--- src/rtl/mem_port_arbiter.sv ---
// mem_port_arbiter
// Shares one single-port combinational Memory array between two requesters:
// requester 0 (instruction fetch) and requester 1 (data load/store).
// Ties are broken round-robin. The granted request is registered, so the
// Memory control, address and data lines are stable for the whole access
// window. Each completed access returns a one-cycle ack.
//
// Ports
//   clk, rst                 clock; asynchronous active-low reset
//   req0/we0/addr0/wdata0    requester 0 request, write enable, address, data
//   ack0/rdata0              requester 0 completion pulse and read data
//   req1/we1/addr1/wdata1    requester 1 request, write enable, address, data
//   ack1/rdata1              requester 1 completion pulse and read data
//   memAddress/memWriteData  registered address and write data to Memory
//   memRead/memWrite         Memory strobes, high only during ACCESS
//   memReadData              combinational read data from Memory
//   busy                     high in ACCESS and ACK
//   grantId                  owner of the current or most recent transaction
module mem_port_arbiter #(
  parameter int WORD          = 8,
  parameter int ADDRESSL      = 5,
  parameter int ACCESS_CYCLES = 1
) (
  input  logic                clk,
  input  logic                rst,
  input  logic                req0,
  input  logic                we0,
  input  logic [ADDRESSL-1:0] addr0,
  input  logic [WORD-1:0]     wdata0,
  output logic                ack0,
  output logic [WORD-1:0]     rdata0,
  input  logic                req1,
  input  logic                we1,
  input  logic [ADDRESSL-1:0] addr1,
  input  logic [WORD-1:0]     wdata1,
  output logic                ack1,
  output logic [WORD-1:0]     rdata1,
  output logic [ADDRESSL-1:0] memAddress,
  output logic [WORD-1:0]     memWriteData,
  output logic                memRead,
  output logic                memWrite,
  input  logic [WORD-1:0]     memReadData,
  output logic                busy,
  output logic                grantId
);

  typedef enum logic [1:0] {
    IDLE   = 2'd0,
    ACCESS = 2'd1,
    ACK    = 2'd2
  } state_t;

  // The counter is loaded with ACCESS_CYCLES-1 so the strobes stay high
  // for exactly ACCESS_CYCLES cycles (zero means "last cycle of the window").
  localparam logic [3:0] CNT_INIT = 4'(ACCESS_CYCLES - 1);

  state_t                r_state;
  state_t                w_nextState;
  logic                  w_grant;
  logic                  w_winner;
  logic                  r_lastGrant;
  logic                  r_grantId;
  logic                  r_we;
  logic [3:0]            r_cnt;
  logic [ADDRESSL-1:0]   r_memAddress;
  logic [WORD-1:0]       r_memWriteData;
  logic [WORD-1:0]       r_rdata0;
  logic [WORD-1:0]       r_rdata1;

  // State register.
  always_ff @(posedge clk or negedge rst) begin
    if (!rst) begin
      r_state <= IDLE;
    end else begin
      r_state <= w_nextState;
    end
  end

  // Next-state and arbitration. With both requesters waiting, the one that
  // did not win last time gets the memory, so neither can starve.
  always_comb begin
    w_nextState = r_state;
    w_grant     = 1'b0;
    w_winner    = r_lastGrant;
    case (r_state)
      IDLE: begin
        if (req0 || req1) begin
          w_grant     = 1'b1;
          w_nextState = ACCESS;
          if (req0 && req1) begin
            w_winner = ~r_lastGrant;
          end else begin
            w_winner = req1;
          end
        end
      end
      ACCESS: begin
        if (r_cnt == 4'd0) begin
          w_nextState = ACK;
        end
      end
      ACK: begin
        w_nextState = IDLE;
      end
      default: begin
        w_nextState = IDLE;
      end
    endcase
  end

  // Datapath. The winner's request is latched on the grant edge; later
  // changes on the request inputs have no effect on the running access.
  // Address and write data are only reloaded on a grant so they never
  // glitch between transactions.
  always_ff @(posedge clk or negedge rst) begin
    if (!rst) begin
      r_lastGrant    <= 1'b1;
      r_grantId      <= 1'b0;
      r_we           <= 1'b0;
      r_cnt          <= 4'd0;
      r_memAddress   <= '0;
      r_memWriteData <= '0;
      r_rdata0       <= '0;
      r_rdata1       <= '0;
    end else if (w_grant) begin
      r_grantId      <= w_winner;
      r_lastGrant    <= w_winner;
      r_cnt          <= CNT_INIT;
      r_we           <= w_winner ? we1 : we0;
      r_memAddress   <= w_winner ? addr1 : addr0;
      r_memWriteData <= w_winner ? wdata1 : wdata0;
    end else if (r_state == ACCESS) begin
      if (r_cnt != 4'd0) begin
        r_cnt <= r_cnt - 4'd1;
      end else if (!r_we) begin
        if (r_grantId) begin
          r_rdata1 <= memReadData;
        end else begin
          r_rdata0 <= memReadData;
        end
      end
    end
  end

  // Strobes and acks are decoded from registers only, so no request input
  // can reach the Memory lines combinationally.
  assign memRead      = (r_state == ACCESS) && !r_we;
  assign memWrite     = (r_state == ACCESS) && r_we;
  assign ack0         = (r_state == ACK) && !r_grantId;
  assign ack1         = (r_state == ACK) && r_grantId;
  assign busy         = (r_state != IDLE);
  assign grantId      = r_grantId;
  assign memAddress   = r_memAddress;
  assign memWriteData = r_memWriteData;
  assign rdata0       = r_rdata0;
  assign rdata1       = r_rdata1;

endmodule

--- config.mk ---
export PLATFORM = sky130hd
export DESIGN_NAME = mem_port_arbiter
export DESIGN_NICKNAME = d
export VERILOG_FILES = /design/src/rtl/mem_port_arbiter.sv
export SDC_FILE = /design/constraint.sdc
export NUM_CORES = 1
export LEC_CHECK = 0
export CAP_MARGIN = 5
export CORE_MARGIN = 4
export CORE_UTILIZATION = 43
export CTS_CLUSTER_SIZE = 28
export DETAILED_ROUTE_END_ITERATION = 12
export GPL_TIMING_DRIVEN = 0
export PLACE_DENSITY = 0.8
export SETUP_SLACK_MARGIN = 0.1
export SLEW_MARGIN = 20
export SYNTH_ARGS = -nofsm -noshare
export SYNTH_HDL_FRONTEND = slang
export SYNTH_SLANG_ARGS = --single-unit
--- constraint.sdc ---
create_clock -name clk -period 2.1 [get_ports clk]
set_input_delay 0.21 -clock clk [delete_from_list [all_inputs] [get_ports clk]]
set_output_delay 0.21 -clock clk [all_outputs]
set_load 0.01 [all_outputs]
After elaboration in Yosys (flattened, before gate mapping):

Index checks and enable logic that the tools add are counted.

* word-level logic and storage cells: 51
* input bits: 40
* bits in registers: 38
* output and inout bits: 35

* multiplexer cells: 14
* equal/unequal tests: 4
* reductions and logical operators: 18
* bitwise logic cells: 5
* add/sub/neg operators: 1

Operators by type and width (count)
* 2-to-1 mux 4 bit: 3
* AND reduction 5 bit: 2
* 2-to-1 mux 8 bit: 1
* 2-to-1 mux 1 bit: 6
* nonzero test 2 bit: 3
* logical AND 1 bit: 5
* 2-to-1 mux 5 bit: 1
* inverter 1 bit: 5
* zero test 4 bit: 1
* 2-to-1 mux 2 bit: 2
* != test 2 bit (second input constant): 2
* one-hot mux 2 bit (2 select lines): 1
* AND reduction 2 bit: 2
* nonzero test 4 bit: 1
* subtractor 4 x 1 -> 4 bit (second input constant): 1
* equality test 2 x 1 -> 1 bit (second input constant): 1
* equality test 2 bit (second input constant): 1
* zero test 1 bit: 2
* zero test 2 bit: 1
* logical OR 1 bit: 1

Depth between registers and ports, before layout:

Gate-level depths: netlist (run 1).

* depth after elaboration: 5
* gate-level depth with buffers: 6
* gate-level depth less buffers: 5

Least setup slack after synthesis (run 1):

No wires, ideal clock.

* path type: reg-to-reg
* from: register r_cnt[0]
* to: register r_rdata0[2] (netlist: rdata0[2])
* slack: 252 ps
* path buffers: 0
* library setup time: 125 ps
* data arrival time: 1723 ps
* cell stages (with the launch flop): 6
* data required time: 1975 ps
* period minus slack after synthesis: 1848 ps
* cells stage by stage: dfrtp_1 inv_1 ha_1 or3b_1 nor4_4 mux2_2

* cells in the longest elaborated chain, start to end: 3

Ends and longest elaborated chain
* start: declaration: line 64 `logic [3:0] r_cnt;`
* start signal: assignment: line 134 `r_cnt <= r_cnt - 4'd1;`
* nonzero test 4 bit: line 133 `if (r_cnt != 4'd0) begin`
* inverter 1 bit (no line)
* AND reduction 5 bit (no line)
* end signal: assignment: line 139 `r_rdata0 <= memReadData;`
* end: declaration: line 67 `logic [WORD-1:0] r_rdata0;`

No other way between the ends.
A chain may end at the register's enable or synchronous reset.

Final worst setup path (run 1):

* from: register r_cnt[0]
* to: register r_rdata0[4] (netlist: rdata0[4])

The elaborated chain is that of the path after synthesis.

==> impl_metrics.ini, run 1 <==
[placed_design]
placed_cell_area_um2 = 2690
routabilityCongestion = 0.801
post-dp-hpwl_um = 3730
port_buffers = 74

[power_and_ir_drop]
p_clk_frac = 0.178
worst_ir_drop_vdd_mv = 0.642
power_density_nw_per_um2 = 1490
switching_share = 0.361
p_leak_nw = 1.12
comb_power_share = 0.514
finalPower_mw = 4.32
p_seq_frac = 0.309
p_int_mw = 2.76
p_switching_mw = 1.56

[drt]
antenna_left = 0
drt-initial-drc-count = 136
drt_wl_total_um = 5210
drt_drc_violations_left = 0
vias = 1704
drtPass1Iterations = 4
via_per_inst = 5.70
wl_per_cell_um = 17.4

[floorplanning]
die_h_um = 74.0
rows = 23
initial_core_util = 0.455
core_area_um2 = 4120
die_x_um = 74.0
die_area_um2 = 5480
io_pins = 75

[timing]
post-route-period-util = 0.904
drv_slew = 0
rsz0062_at_grt = false
fin_tns_setup_ps = 0
finalClockSkew_ps = 2.64
tightest_slew_ps = 608
finalHoldViolCount = 0
finalSetupViolations = 0
hold-worst-slack_ps = 342
clock.fmax_ghz = 0.527
relSlewSlack = 0.594
period_minus_slack_ps = 1900

[worst_setup_path]
crit_path_end_kind = flip-flop
crit_fanout = 8
setup.worst_path.class = flip-flop to flip-flop
crit_path_start_kind = flip-flop
cp.required_ps = 2270
cp.arrival_ps = 2070

[synthesis]
synth_edf_count = 0
synth_area_leaders = dfrtp_1 (49%), o211ai_1 (11%), mux2_2 (9.0%), a31oi_1 (4.7%), a21oi_1 (4.3%)
syn_area_per_cell_um2 = 11.4
syn_inst = 165
yosys_most_used_dff = dfrtp_1
synthMuxAreaShare = 0.102
synth_compound_area_frac = 0.232
yosysWarnings = 0
ys_seq_area_frac = 0.508
synth_top_family_by_area = compound AO/OA/AOI/OAI gates
yosysTopAreaCell = dfrtp_1
syn_nets = 207
synth_cell_types = 33
yosys.area_share.simple = 0.0995
synth-seq-cells = 38
synthAdderAreaFrac = 0.0134
synth_xor_area_frac = 0
synth_top_area_frac = 0.494
netlist_area_um2 = 1870
synthArstFlopShare = 1.00

[clock_network]
clock_tree.root_cell = clkbuf_8
numCtsBuffers = 5
cts_max_path_buffers = 2
h-tree-depth = 2
clk_pin_slew_ps = 70
clock_sinks = 38
clkLatencyLatePin_ps = 290
cts_tree = yes

[global_route]
grt_max_degree = 29
grt_use_total = 0.194
grt_overflow_total = 0
antenna_found_initial = 0
grt_pass1_vias = 1688
grt_pass1_wl_um = 8220

[finish]
diodes = 0
final_common_cell = clkdlybuf4s50_1
area_growth_pct = 54.1
nets = 290
drive_above_1_share = 0.173
nFillCells = 323
seq_area_um2 = 952
fin_util = 0.702
multiInputGateArea_um2 = 861
design_area_um2 = 2890
final_cell_mix = clkdlybuf4s50_1 (73), dfrtp_1 (37), o211ai_1 (28)

[run_status]
status = complete, no violations

[min_path]
worst_hold_path_type = primary input to asynchronous set/reset pin

[job]
cap_viol_max_count = 0
[state kept, by name (all words and copies together), names as in the netlist]
| name | count |
|---|---|
| memAddress | 5 |
| rdata0 | 8 |
| r_lastGrant | 1 |
| r_we | 1 |
| r_state | 2 |
| grantId | 1 |
| memWriteData | 8 |
| rdata1 | 8 |
| r_cnt | 4 |
[through the flow]
stage          setup slack (ps)  cells
2_1_floorplan               252    165
4_1_cts                     103    300
5_1_grt                     125    299
3_5_place_dp              -60.9    290
6_report                    202    299
3_3_place_gp              -75.7    289
[critical path: stages (launching register included)]
cell and delay, ps:
dfrtp_1 410, inv_2 90, ha_1 160, or3b_4 410
nor4_4 190, buf_12 170, mux2_2 350
[logic make-up (layout without fill, tap and decap cells)]
family | count (synthesis) | in the layout
multiplexers | 17 | 17
AO/OA/AOI/OAI | 66 | 66
buffers and inverters | 20 | 104
flip-flops | 38 | 38
adder cells (fa/ha/maj) | 2 | 2
AND/OR/NAND/NOR | 22 | 22
[cells in the mapped netlist (2+ instances only)]
library cell	instances
ha_1	2
nor3b_2	3
mux2_2	15
o21ai_0	4
nor2_1	3
mux2_1	2
dfrtp_1	37
a21oi_1	16
inv_1	5
clkbuf_1	10
nor3b_1	2
or4_1	2
buf_2	4
a31oi_1	14
o211ai_1	28
[metal layers]
layer	vias to the layer above	track usage	share of wire
met5	-	0	0
met3	5	0.0378	0.069
li1	801	-	-
met1	829	0.260	0.40
met2	69	0.319	0.52
met4	0	0.0604	0.011
[timing repair]
item,CTS,global route
setup buffers,1,0
pin swaps,1,1
endpoints found under the setup margin,15,28
hold buffers,1,0
gates resized for setup,1,7
endpoints found under the hold margin,10,0
[path summary, 6_finish.rpt]
kind,startpoint,to,cells past startpoint,slack (ps)
min in group clk,rdata0[1],rdata0[1],1,490
setup reg to reg,r_cnt[0],rdata0[4],6,200
setup / recovery,r_cnt[0],rdata0[4],6,200
hold reg to reg,rdata0[1],rdata0[1],1,490
hold / removal,rst,rdata1[0],2,340
max in group asynchronous,rst,r_lastGrant,3,1250
[layout make-up]
cell class | instances | area share
clock buffer | 6 | 0.0286
timing repair buffer | 77 | 0.272
clock inverter | 2 | 0.0208
inverter | 5 | 0.00650
multi-input combinational | 107 | 0.298
tap | 50 | 0.0217
sequential | 38 | 0.330
buffer | 14 | 0.0225
[power by group through the flow]
stage / combinational (mW) / clock, mW / sequential [mW]
2_1_floorplan: 1.03 / 0 / 1.42
3_3_place_gp: 2.11 / 0 / 1.29
3_5_place_dp: 2.17 / 0 / 1.31
4_1_cts: 2.21 / 0.778 / 1.30
5_1_grt: 2.39 / 0.806 / 1.37
6_report: 2.22 / 0.768 / 1.33
Note: power is estimated with default switching activity, not from simulation.
==> run 2, diff against run 1 <==
--- a/config.mk
+++ b/config.mk
@@ -5,7 +5,7 @@
 export SDC_FILE = /design/constraint.sdc
 export NUM_CORES = 1
 export LEC_CHECK = 0
-export CAP_MARGIN = 5
+export CAP_MARGIN = 40
 export CORE_MARGIN = 4
 export CORE_UTILIZATION = 43
 export CTS_CLUSTER_SIZE = 28
==> impl_metrics.ini, run 2 (same netlist as run 1, synthesis figures left out) <==
[drt]
via_per_inst = 5.70
antenna_left = 0
drt_drc_violations_left = 0
drt_wl_total_um = 5210
drtPass1Iterations = 4
dr_wl_met2_um = 2710
wl_per_cell_um = 17.4
drt-initial-drc-count = 136
routed.top_layer = met4
vias = 1704
wl_met1_um = 2080
met3_length_um = 362

[clock_network]
h-tree-depth = 2
cts_tree = yes
clk_pin_slew_ps = 70
numCtsBuffers = 5
clock_sinks = 38
clkLatencyLatePin_ps = 290
clock_tree.root_cell = clkbuf_8
cts_max_path_buffers = 2

[finish]
multiInputGateArea_um2 = 861
seq_area_um2 = 952
design_area_um2 = 2890
diodes = 0
nFillCells = 323
nets = 290
final_cell_mix = clkdlybuf4s50_1 (73), dfrtp_1 (37), o211ai_1 (28)
final_common_cell = clkdlybuf4s50_1
drive_above_1_share = 0.173
area_growth_pct = 54.1

[worst_setup_path]
cp.required_ps = 2270
crit_family = simple AND/OR/NAND/NOR gates
path_cells = inv_2, ha_1, or3b_4, nor4_4, buf_12, mux2_2
crit_path_start_kind = flip-flop
crit_path_end_kind = flip-flop
critical_path_buf_inv_count = 2
critPathMaxStageDelay_ps = 410
slowest_stage = dfrtp_1
setup.worst_path.class = flip-flop to flip-flop
crit_fanout = 8
cp.arrival_ps = 2070

[floorplanning]
die_area_um2 = 5480
die_x_um = 74.0
initial_core_util = 0.455
die_h_um = 74.0
io_pins = 75
core_area_um2 = 4120
rows = 23

[global_route]
grt_overflow_total = 0
antenna_found_initial = 0
grt_max_degree = 29
grt_use_total = 0.194
grt_pass1_wl_um = 8220
grt_pass1_vias = 1688

[power_and_ir_drop]
finalPower_mw = 4.32
power_density_nw_per_um2 = 1490
worst_ir_drop_vdd_mv = 0.642
p_leak_nw = 1.12

[timing]
post-route-period-util = 0.904
finalClockSkew_ps = 2.64
period_minus_slack_ps = 1900
finalHoldViolCount = 0
tightest_slew_ps = 608
rsz0062_at_grt = false
clock.fmax_ghz = 0.527
finalSetupViolations = 0
drv_slew = 0
relSlewSlack = 0.594

[run_status]
status = complete, no violations

[min_path]
worst_hold_path_type = primary input to asynchronous set/reset pin

[placed_design]
post-dp-hpwl_um = 3730
placed_cell_area_um2 = 2690
routabilityCongestion = 0.801
port_buffers = 74

[job]
cap_viol_max_count = 0
[run 2: cell counts in the layout (fill, tap and decap cells not counted)]
Identical to the previous run, type by type.
[run 2: report_power, final]
part	total (mW)	internal, mW	switching [mW]
logic	2.22	1.16	1.06
clock network	0.768	0.507	0.261
registers	1.33	1.09	0.239
total	4.32	2.76	1.56
[run 2: cell type report]
cell class	instances	area share
Tap cell	50	0.0217
Sequential cell	38	0.330
Inverter	5	0.00650
Buffer	14	0.0225
Clock inverter	2	0.0208
Multi-Input combinational cell	107	0.298
Clock buffer	6	0.0286
Timing Repair Buffer	77	0.272
[run 2: worst reg2reg max path, delay by kind of cell, from the launching register on]
kind | cells | cell delay (ps)
buffers and inverters | 2 | 260
DFF | 1 | 410
adders and majority gates | 1 | 160
and+or+nand+nor | 2 | 600
muxes | 1 | 350
[run 2: worst paths after layout]
kind	start	to	slack (ps)	cells after the start
setup / recovery	r_cnt[0]	rdata0[4]	200	6
hold / removal	rst	rdata1[0]	340	2
setup reg to reg	r_cnt[0]	rdata0[4]	200	6
hold reg to reg	rdata0[1]	rdata0[1]	490	1
max in group asynchronous	rst	r_lastGrant	1250	3
min in group clk	rdata0[1]	rdata0[1]	490	1
[run 2: per-layer routing]
metal	vias to the layer above	GRT usage
met3	5	0.0378
met1	829	0.260
met5	-	0
met2	69	0.319
li1	801	-
met4	0	0.0604
[run 2: what timing repair did]
item | in CTS | in global routing
endpoints found under the hold margin | 10 | 0
resized for setup | 1 | 7
endpoints found under the setup margin | 15 | 28
pin swaps | 1 | 1
setup buffers | 1 | 0
hold buffers | 1 | 0
[run 2: stage by stage]
stage | setup WS [ps] | TNS, ps | utilization | std cells | hold slack, ps
6_report | 202 | 0 | 0.702 | 299 | 342
3_5_place_dp | -60.9 | -284 | 0.654 | 290 | 105
2_1_floorplan | 252 | 0 | - | 165 | -85.6
4_1_cts | 103 | 0 | 0.697 | 300 | 345
3_3_place_gp | -75.7 | -2710 | 0.651 | 289 | 472
5_1_grt | 125 | 0 | 0.702 | 299 | 379
